`config.mk`:
```
export PLATFORM = sky130hd
export DESIGN_NAME = int_to_float_pipe
export DESIGN_NICKNAME = d
export VERILOG_FILES = /design/src/rtl/int_to_float_pipe.sv
export SDC_FILE = /design/constraint.sdc
export NUM_CORES = 1
export LEC_CHECK = 0
export CAP_MARGIN = 20
export CORE_ASPECT_RATIO = 0.9
export CORE_MARGIN = 2
export CORE_UTILIZATION = 30
export CTS_BUF_LIST = sky130_fd_sc_hd__clkbuf_2 sky130_fd_sc_hd__clkbuf_4 sky130_fd_sc_hd__clkbuf_8
export CTS_CLUSTER_DIAMETER = 200
export DETAILED_ROUTE_END_ITERATION = 8
export GPL_TIMING_DRIVEN = 0
export PLACE_DENSITY_LB_ADDON = 0.12
export SLEW_MARGIN = 25
export SYNTH_ARGS = -nofsm -noshare
export SYNTH_HDL_FRONTEND = slang
export SYNTH_SLANG_ARGS = --single-unit
```
`constraint.sdc`:
```
create_clock -name aclk -period 6.75 [get_ports aclk]
set_input_delay 1.6875 -clock aclk [delete_from_list [all_inputs] [get_ports aclk]]
set_output_delay 1.6875 -clock aclk [all_outputs]
set_load 0.1 [all_outputs]
```
`src/rtl/int_to_float_pipe.sv`:
```
// int_to_float_pipe: 3-stage integer to IEEE-754 binary32 converter, round-to-nearest-even.
// Optional macro ITOF_INEXACT_FLAG_EN adds m_axis_result_tuser carrying the inexact flag.
module int_to_float_pipe #(
    parameter int IN_WIDTH = 32,
    parameter int SIGNED   = 1
) (
    input  logic                aclk,
    input  logic                areset,
    input  logic [IN_WIDTH-1:0] s_axis_a_tdata,
    input  logic                s_axis_a_tvalid,
    output logic                s_axis_a_tready,
    output logic [31:0]         m_axis_result_tdata,
    output logic                m_axis_result_tvalid,
    input  logic                m_axis_result_tready
`ifdef ITOF_INEXACT_FLAG_EN
    ,
    output logic                m_axis_result_tuser
`endif
);

    localparam int PW = $clog2(IN_WIDTH);
    localparam int FW = IN_WIDTH - 1;
    localparam int EW = FW + 25;
    localparam logic [PW-1:0] TOP = PW'(IN_WIDTH - 1);

    // Handshake: a beat moves on a port at a rising edge where tvalid && tready.
    // All three stages shift together whenever the output register is empty or drained.
    logic en;

    logic                s1_valid_q, s1_valid_d;
    logic                s1_sign_q,  s1_sign_d;
    logic [IN_WIDTH-1:0] s1_mag_q,   s1_mag_d;

    logic                s2_valid_q, s2_valid_d;
    logic                s2_sign_q,  s2_sign_d;
    logic                s2_zero_q,  s2_zero_d;
    logic [PW-1:0]       s2_p_q,     s2_p_d;
    logic [FW-1:0]       s2_frac_q,  s2_frac_d;

    logic                out_valid_q, out_valid_d;
    logic [31:0]         out_data_q,  out_data_d;

    logic [PW-1:0]       lod_p;
    logic [IN_WIDTH-1:0] norm;
    logic [EW-1:0]       ext;
    logic [22:0]         mant;
    logic                guard;
    logic                sticky;
    logic                round_inc;
    logic [23:0]         mant_rnd;
    logic [7:0]          exp_field;
    logic [31:0]         packed_res;

    assign en                   = !out_valid_q || m_axis_result_tready;
    assign s_axis_a_tready      = en && !areset;
    assign m_axis_result_tvalid = out_valid_q;
    assign m_axis_result_tdata  = out_data_q;

    // S1: sign and magnitude; the most negative value negates to 2^(IN_WIDTH-1).
    always_comb begin
        s1_valid_d = s1_valid_q;
        s1_sign_d  = s1_sign_q;
        s1_mag_d   = s1_mag_q;
        if (en) begin
            s1_valid_d = s_axis_a_tvalid;
            s1_sign_d  = (SIGNED != 0) && s_axis_a_tdata[IN_WIDTH-1];
            s1_mag_d   = s1_sign_d ? (~s_axis_a_tdata + {{(IN_WIDTH-1){1'b0}}, 1'b1})
                                   : s_axis_a_tdata;
        end
    end

    // S2: leading-one detect and left normalisation.
    always_comb begin
        lod_p = '0;
        for (int i = 0; i < IN_WIDTH; i++) begin
            if (s1_mag_q[i]) begin
                lod_p = i[PW-1:0];
            end
        end
        norm = s1_mag_q << (TOP - lod_p);
    end

    always_comb begin
        s2_valid_d = s2_valid_q;
        s2_sign_d  = s2_sign_q;
        s2_zero_d  = s2_zero_q;
        s2_p_d     = s2_p_q;
        s2_frac_d  = s2_frac_q;
        if (en) begin
            s2_valid_d = s1_valid_q;
            s2_sign_d  = s1_sign_q;
            s2_zero_d  = !norm[IN_WIDTH-1];
            s2_p_d     = lod_p;
            s2_frac_d  = norm[FW-1:0];
        end
    end

    // S3: the fraction below the leading one, padded so narrow inputs still yield 23 bits.
    always_comb begin
        ext       = {s2_frac_q, 25'd0};
        mant      = ext[EW-1 -: 23];
        guard     = ext[EW-24];
        sticky    = |ext[EW-25:0];
        round_inc = guard && (sticky || mant[0]);
        mant_rnd  = {1'b0, mant} + {23'd0, round_inc};
        exp_field = 8'd127 + {{(8-PW){1'b0}}, s2_p_q} + {7'd0, mant_rnd[23]};
        if (s2_zero_q) begin
            packed_res = 32'd0;
        end else begin
            packed_res = {s2_sign_q, exp_field, mant_rnd[23] ? 23'd0 : mant_rnd[22:0]};
        end
    end

    always_comb begin
        out_valid_d = out_valid_q;
        out_data_d  = out_data_q;
        if (en) begin
            out_valid_d = s2_valid_q;
            out_data_d  = packed_res;
        end
    end

    always_ff @(posedge aclk) begin
        if (areset) begin
            s1_valid_q  <= 1'b0;
            s1_sign_q   <= 1'b0;
            s1_mag_q    <= '0;
            s2_valid_q  <= 1'b0;
            s2_sign_q   <= 1'b0;
            s2_zero_q   <= 1'b0;
            s2_p_q      <= '0;
            s2_frac_q   <= '0;
            out_valid_q <= 1'b0;
            out_data_q  <= 32'd0;
        end else begin
            s1_valid_q  <= s1_valid_d;
            s1_sign_q   <= s1_sign_d;
            s1_mag_q    <= s1_mag_d;
            s2_valid_q  <= s2_valid_d;
            s2_sign_q   <= s2_sign_d;
            s2_zero_q   <= s2_zero_d;
            s2_p_q      <= s2_p_d;
            s2_frac_q   <= s2_frac_d;
            out_valid_q <= out_valid_d;
            out_data_q  <= out_data_d;
        end
    end

`ifdef ITOF_INEXACT_FLAG_EN
    // Inexact is judged before rounding and travels with its result through stalls.
    logic inexact;
    logic out_inexact_q, out_inexact_d;

    assign inexact             = !s2_zero_q && (guard || sticky);
    assign m_axis_result_tuser = out_inexact_q;

    always_comb begin
        out_inexact_d = out_inexact_q;
        if (en) begin
            out_inexact_d = inexact;
        end
    end

    always_ff @(posedge aclk) begin
        if (areset) begin
            out_inexact_q <= 1'b0;
        end else begin
            out_inexact_q <= out_inexact_d;
        end
    end
`endif

endmodule

```
==> flow_summary_export.csv <==
group,metric,value,unit
run_status,status,"completed",
critical_path,r2r-start,"s1_mag_q[31]",
critical_path,rr_worst_depth,9,
critical_path,path_class,"input pin to output pin",
timing,post-route-period-util,87.7,%
logic_synthesis,yosys_warnings,0,
logic_synthesis,synth.net_count,838,
critical_path,path_max_fanout,8,
timing,postLayoutSetupSlackWorst,0.830,ns
timing,clock_skew,0.0147,ns
clock_network,ctsResizeCount,0,
timing,max_freq,169,MHz
grt,grt_overflow_total,0,
timing,layout_min_cycle_time,5.92,ns
timing,final-setup-viol-count,0,
layout,seq_area,2120,sq um
clock_network,h-tree-depth,3,
place,dp_worst_setup_slack,0.871,ns
layout,area_delta_synth_final,19.1,%
clock_network,clkSinkCount,106,
grt,antenna_found_initial,0,
routing,vias_per_cell,5.33,
critical_path,crit_required,5.06,ns
routing,initialDrtViolationCount,607,
timing,hold_viol,0,
clock_network,clockBufferDepth,2,
logic_synthesis,synth_edf_count,0,
hold_path,hold_path_class,"register to register",
power,powerDensity,256,nW/um^2
clock_network,numCtsBuffers,9,
run,max_cap_viol_count,0,
grt,grt_util_all_layers,19.0,%
die,ios,70,
routing,drt_drc_violations_left,0,
grt,grt_max_degree,18,
die,core-area,21400,sq um
clock_network,ctsHoldBuffers,0,
grt,grt_pass1_wl,34000,um
die,die_h,144,um
logic_synthesis,ys_seq_elements,106,
hold_path,hold_path_depth,2,
hold_path,holdPathEnd,"s2_p_q[0]",
die,die_x,159,um
logic_synthesis,syn_inst,798,
routing,wl_per_cell,18.2,um
routing,dr.pass1.iters,5,
die,start_util,30.3,%
timing,whs,0.464,ns
clock_network,cts_tree,"done",
power,leakage,2.91,nW
power,finalPower,1.97,mW
clock_network,root_buffer,"clkbuf_8",
layout,drive_above_1_share,5.89,%
die,fp.dieArea,22800,sq um
logic_synthesis,synth_async_sr_flop_share,0,%
layout,fillers,2335,
layout,multi_input_area,4080,sq um
clock_network,clk_pin_slew,0.11,ns
timing,rsz0062_at_grt,"false",
logic_synthesis,ys_seq_area_share,32.7,%
critical_path,regToRegEndpoint,"s2_frac_q[20]",
die,rows,51,
place,gp_congestion,0.907,
logic_synthesis,synth_cell_types,71,
logic_synthesis,synth_area,6490,sq um
routing,route.vias.total,6256,
critical_path,startpoint_type,"input pin",
place,portBuffers,69,
grt,grt_pass1_vias,6034,
critical_path,r2r_slack,3.19,ns
timing,slew-limit-headroom,34.5,%
clock_network,postCtsSetupRepairBufs,0,
timing,worst_slew_pin_slew,0.980,ns
logic_synthesis,ys.flop_type,"dfxtp_1",
hold_path,min_from,"s2_p_q[0]",
timing,slew_violations,0,
power,peakVddDrop,142,uV
critical_path,crit_path_end_kind,"output pin",
routing,routed_wl,21400,um
place,dp_hpwl,16500,um
layout,antenna_cells,0,
logic_synthesis,syn_area_per_cell,8.13,sq um
layout,fin_nets,918,
critical_path,critPathArrivalTime,4.23,ns
timing,finalSetupTns,0,ns
layout,final_util,36.0,%
clock_network,clkLatencyLatePin,0.40,ns
routing,ant_nets,0,
==> cell usage after synthesis (4+ instances only) <==
library cell,number,area (sq um)
a211o_1,4,35.0
a22o_1,6,52.6
o211ai_1,5,37.5
nand4_1,7,43.8
a21oi_1,32,160
mux2_2,5,56.3
nand3_1,13,65.1
o21ai_0,23,115
nor2_1,122,458
nor2b_1,6,37.5
a21o_1,8,60.1
a22oi_1,37,278
xor2_1,35,307
o221ai_1,7,61.3
or4_1,4,30.0
nand2_1,69,259
ha_1,4,50.1
buf_2,5,25.0
and3_1,8,50.1
o21ai_1,7,35.0
or3_1,12,75.1
mux2i_1,50,500
clkbuf_1,33,124
buf_6,4,45.0
dfxtp_1,106,2120
a211oi_1,36,270
o22ai_1,7,43.8
xnor2_1,18,158
o31ai_1,10,75.1
buf_1,10,37.5
inv_1,14,52.6
nand2b_1,8,50.1
nor4_1,7,43.8
nor3_1,14,70.1
==> cells in the final DEF, fill, tap and decap left out, types with 8 or more instances in the layout <==
master | Yosys | final
a211oi_1 | 36 | 36
a21o_1 | 8 | 8
a21oi_1 | 32 | 32
a22oi_1 | 37 | 37
and3_1 | 8 | 8
buf_1 | 10 | 10
clkbuf_1 | 33 | 33
clkbuf_8 | 0 | 10
clkdlybuf4s50_1 | 0 | 69
dfxtp_1 | 106 | 106
inv_1 | 14 | 14
mux2i_1 | 50 | 50
nand2_1 | 69 | 69
nand2b_1 | 8 | 8
nand3_1 | 13 | 13
nor2_1 | 122 | 122
nor3_1 | 14 | 14
o21ai_0 | 23 | 23
o31ai_1 | 10 | 10
or3_1 | 12 | 12
xnor2_1 | 18 | 18
xor2_1 | 35 | 35
==> state kept, by name, indices dropped and copies added, names as in the netlist <==
register,count
m_axis_result_tdata,32
m_axis_result_tvalid,1
s1_mag_q,32
s1_sign_q,1
s1_valid_q,1
s2_frac_q,31
s2_p_q,5
s2_sign_q,1
s2_valid_q,1
s2_zero_q,1
==> worst max path at each step <==
stage / start / end / depth (start not counted)
final: m_axis_result_tready / s_axis_a_tready / 5
after global routing: m_axis_result_tready / s_axis_a_tready / 5
after CTS: m_axis_result_tready / s_axis_a_tready / 5
after detailed placement: m_axis_result_tready / s_axis_a_tready / 5
after global placement: m_axis_result_tready / s_axis_a_tready / 5
after floorplan: m_axis_result_tready / s_axis_a_tready / 3
==> cell families after synthesis <==
kind of cell	share of synthesized area, %
adder cells (fa/ha/maj)	0.771
AO/OA/AOI/OAI	25.0
AND/OR/NAND/NOR	20.6
flip-flops	32.7
multiplexers	9.27
XOR/XNOR	7.15
buffers and inverters	4.49
==> metal layers <==
layer	up-vias	wire length, um	GRT usage [%]
li1	3093	-	-
met1	2944	10900	27.1
met2	189	8780	28.4
met3	30	1340	4.44
met4	0	400	5.36
met5	-	0	0
==> report_power, final <==
group	internal (mW)	switching, mW
clock	0.150	0.239
sequential	0.702	0.0798
combinational	0.285	0.519
==> stage by stage <==
stage / area (sq um) / instances
final: 7730 / 1174
after CTS: 7730 / 1174
after global routing: 7730 / 1174
after global placement: 7540 / 1158
after detailed placement: 7540 / 1158
after floorplan: 6490 / 798
==> worst max-delay path: stages <==
cell and delay [ns]:
clkdlybuf4s50_1 0.48, nor2b_1 0.05, clkbuf_1 0.25, nor2_1 0.52, clkdlybuf4s50_1 1.25
==> cell type report <==
class,instances,share of cell area [%]
Timing Repair Buffer,69,8.94
Sequential cell,106,27.5
Inverter,14,0.680
Tap cell,291,4.71
Clock inverter,5,0.486
Buffer,53,3.09
Clock buffer,11,1.88
Multi-Input combinational cell,625,52.7
(Power assumes the default switching activity.)
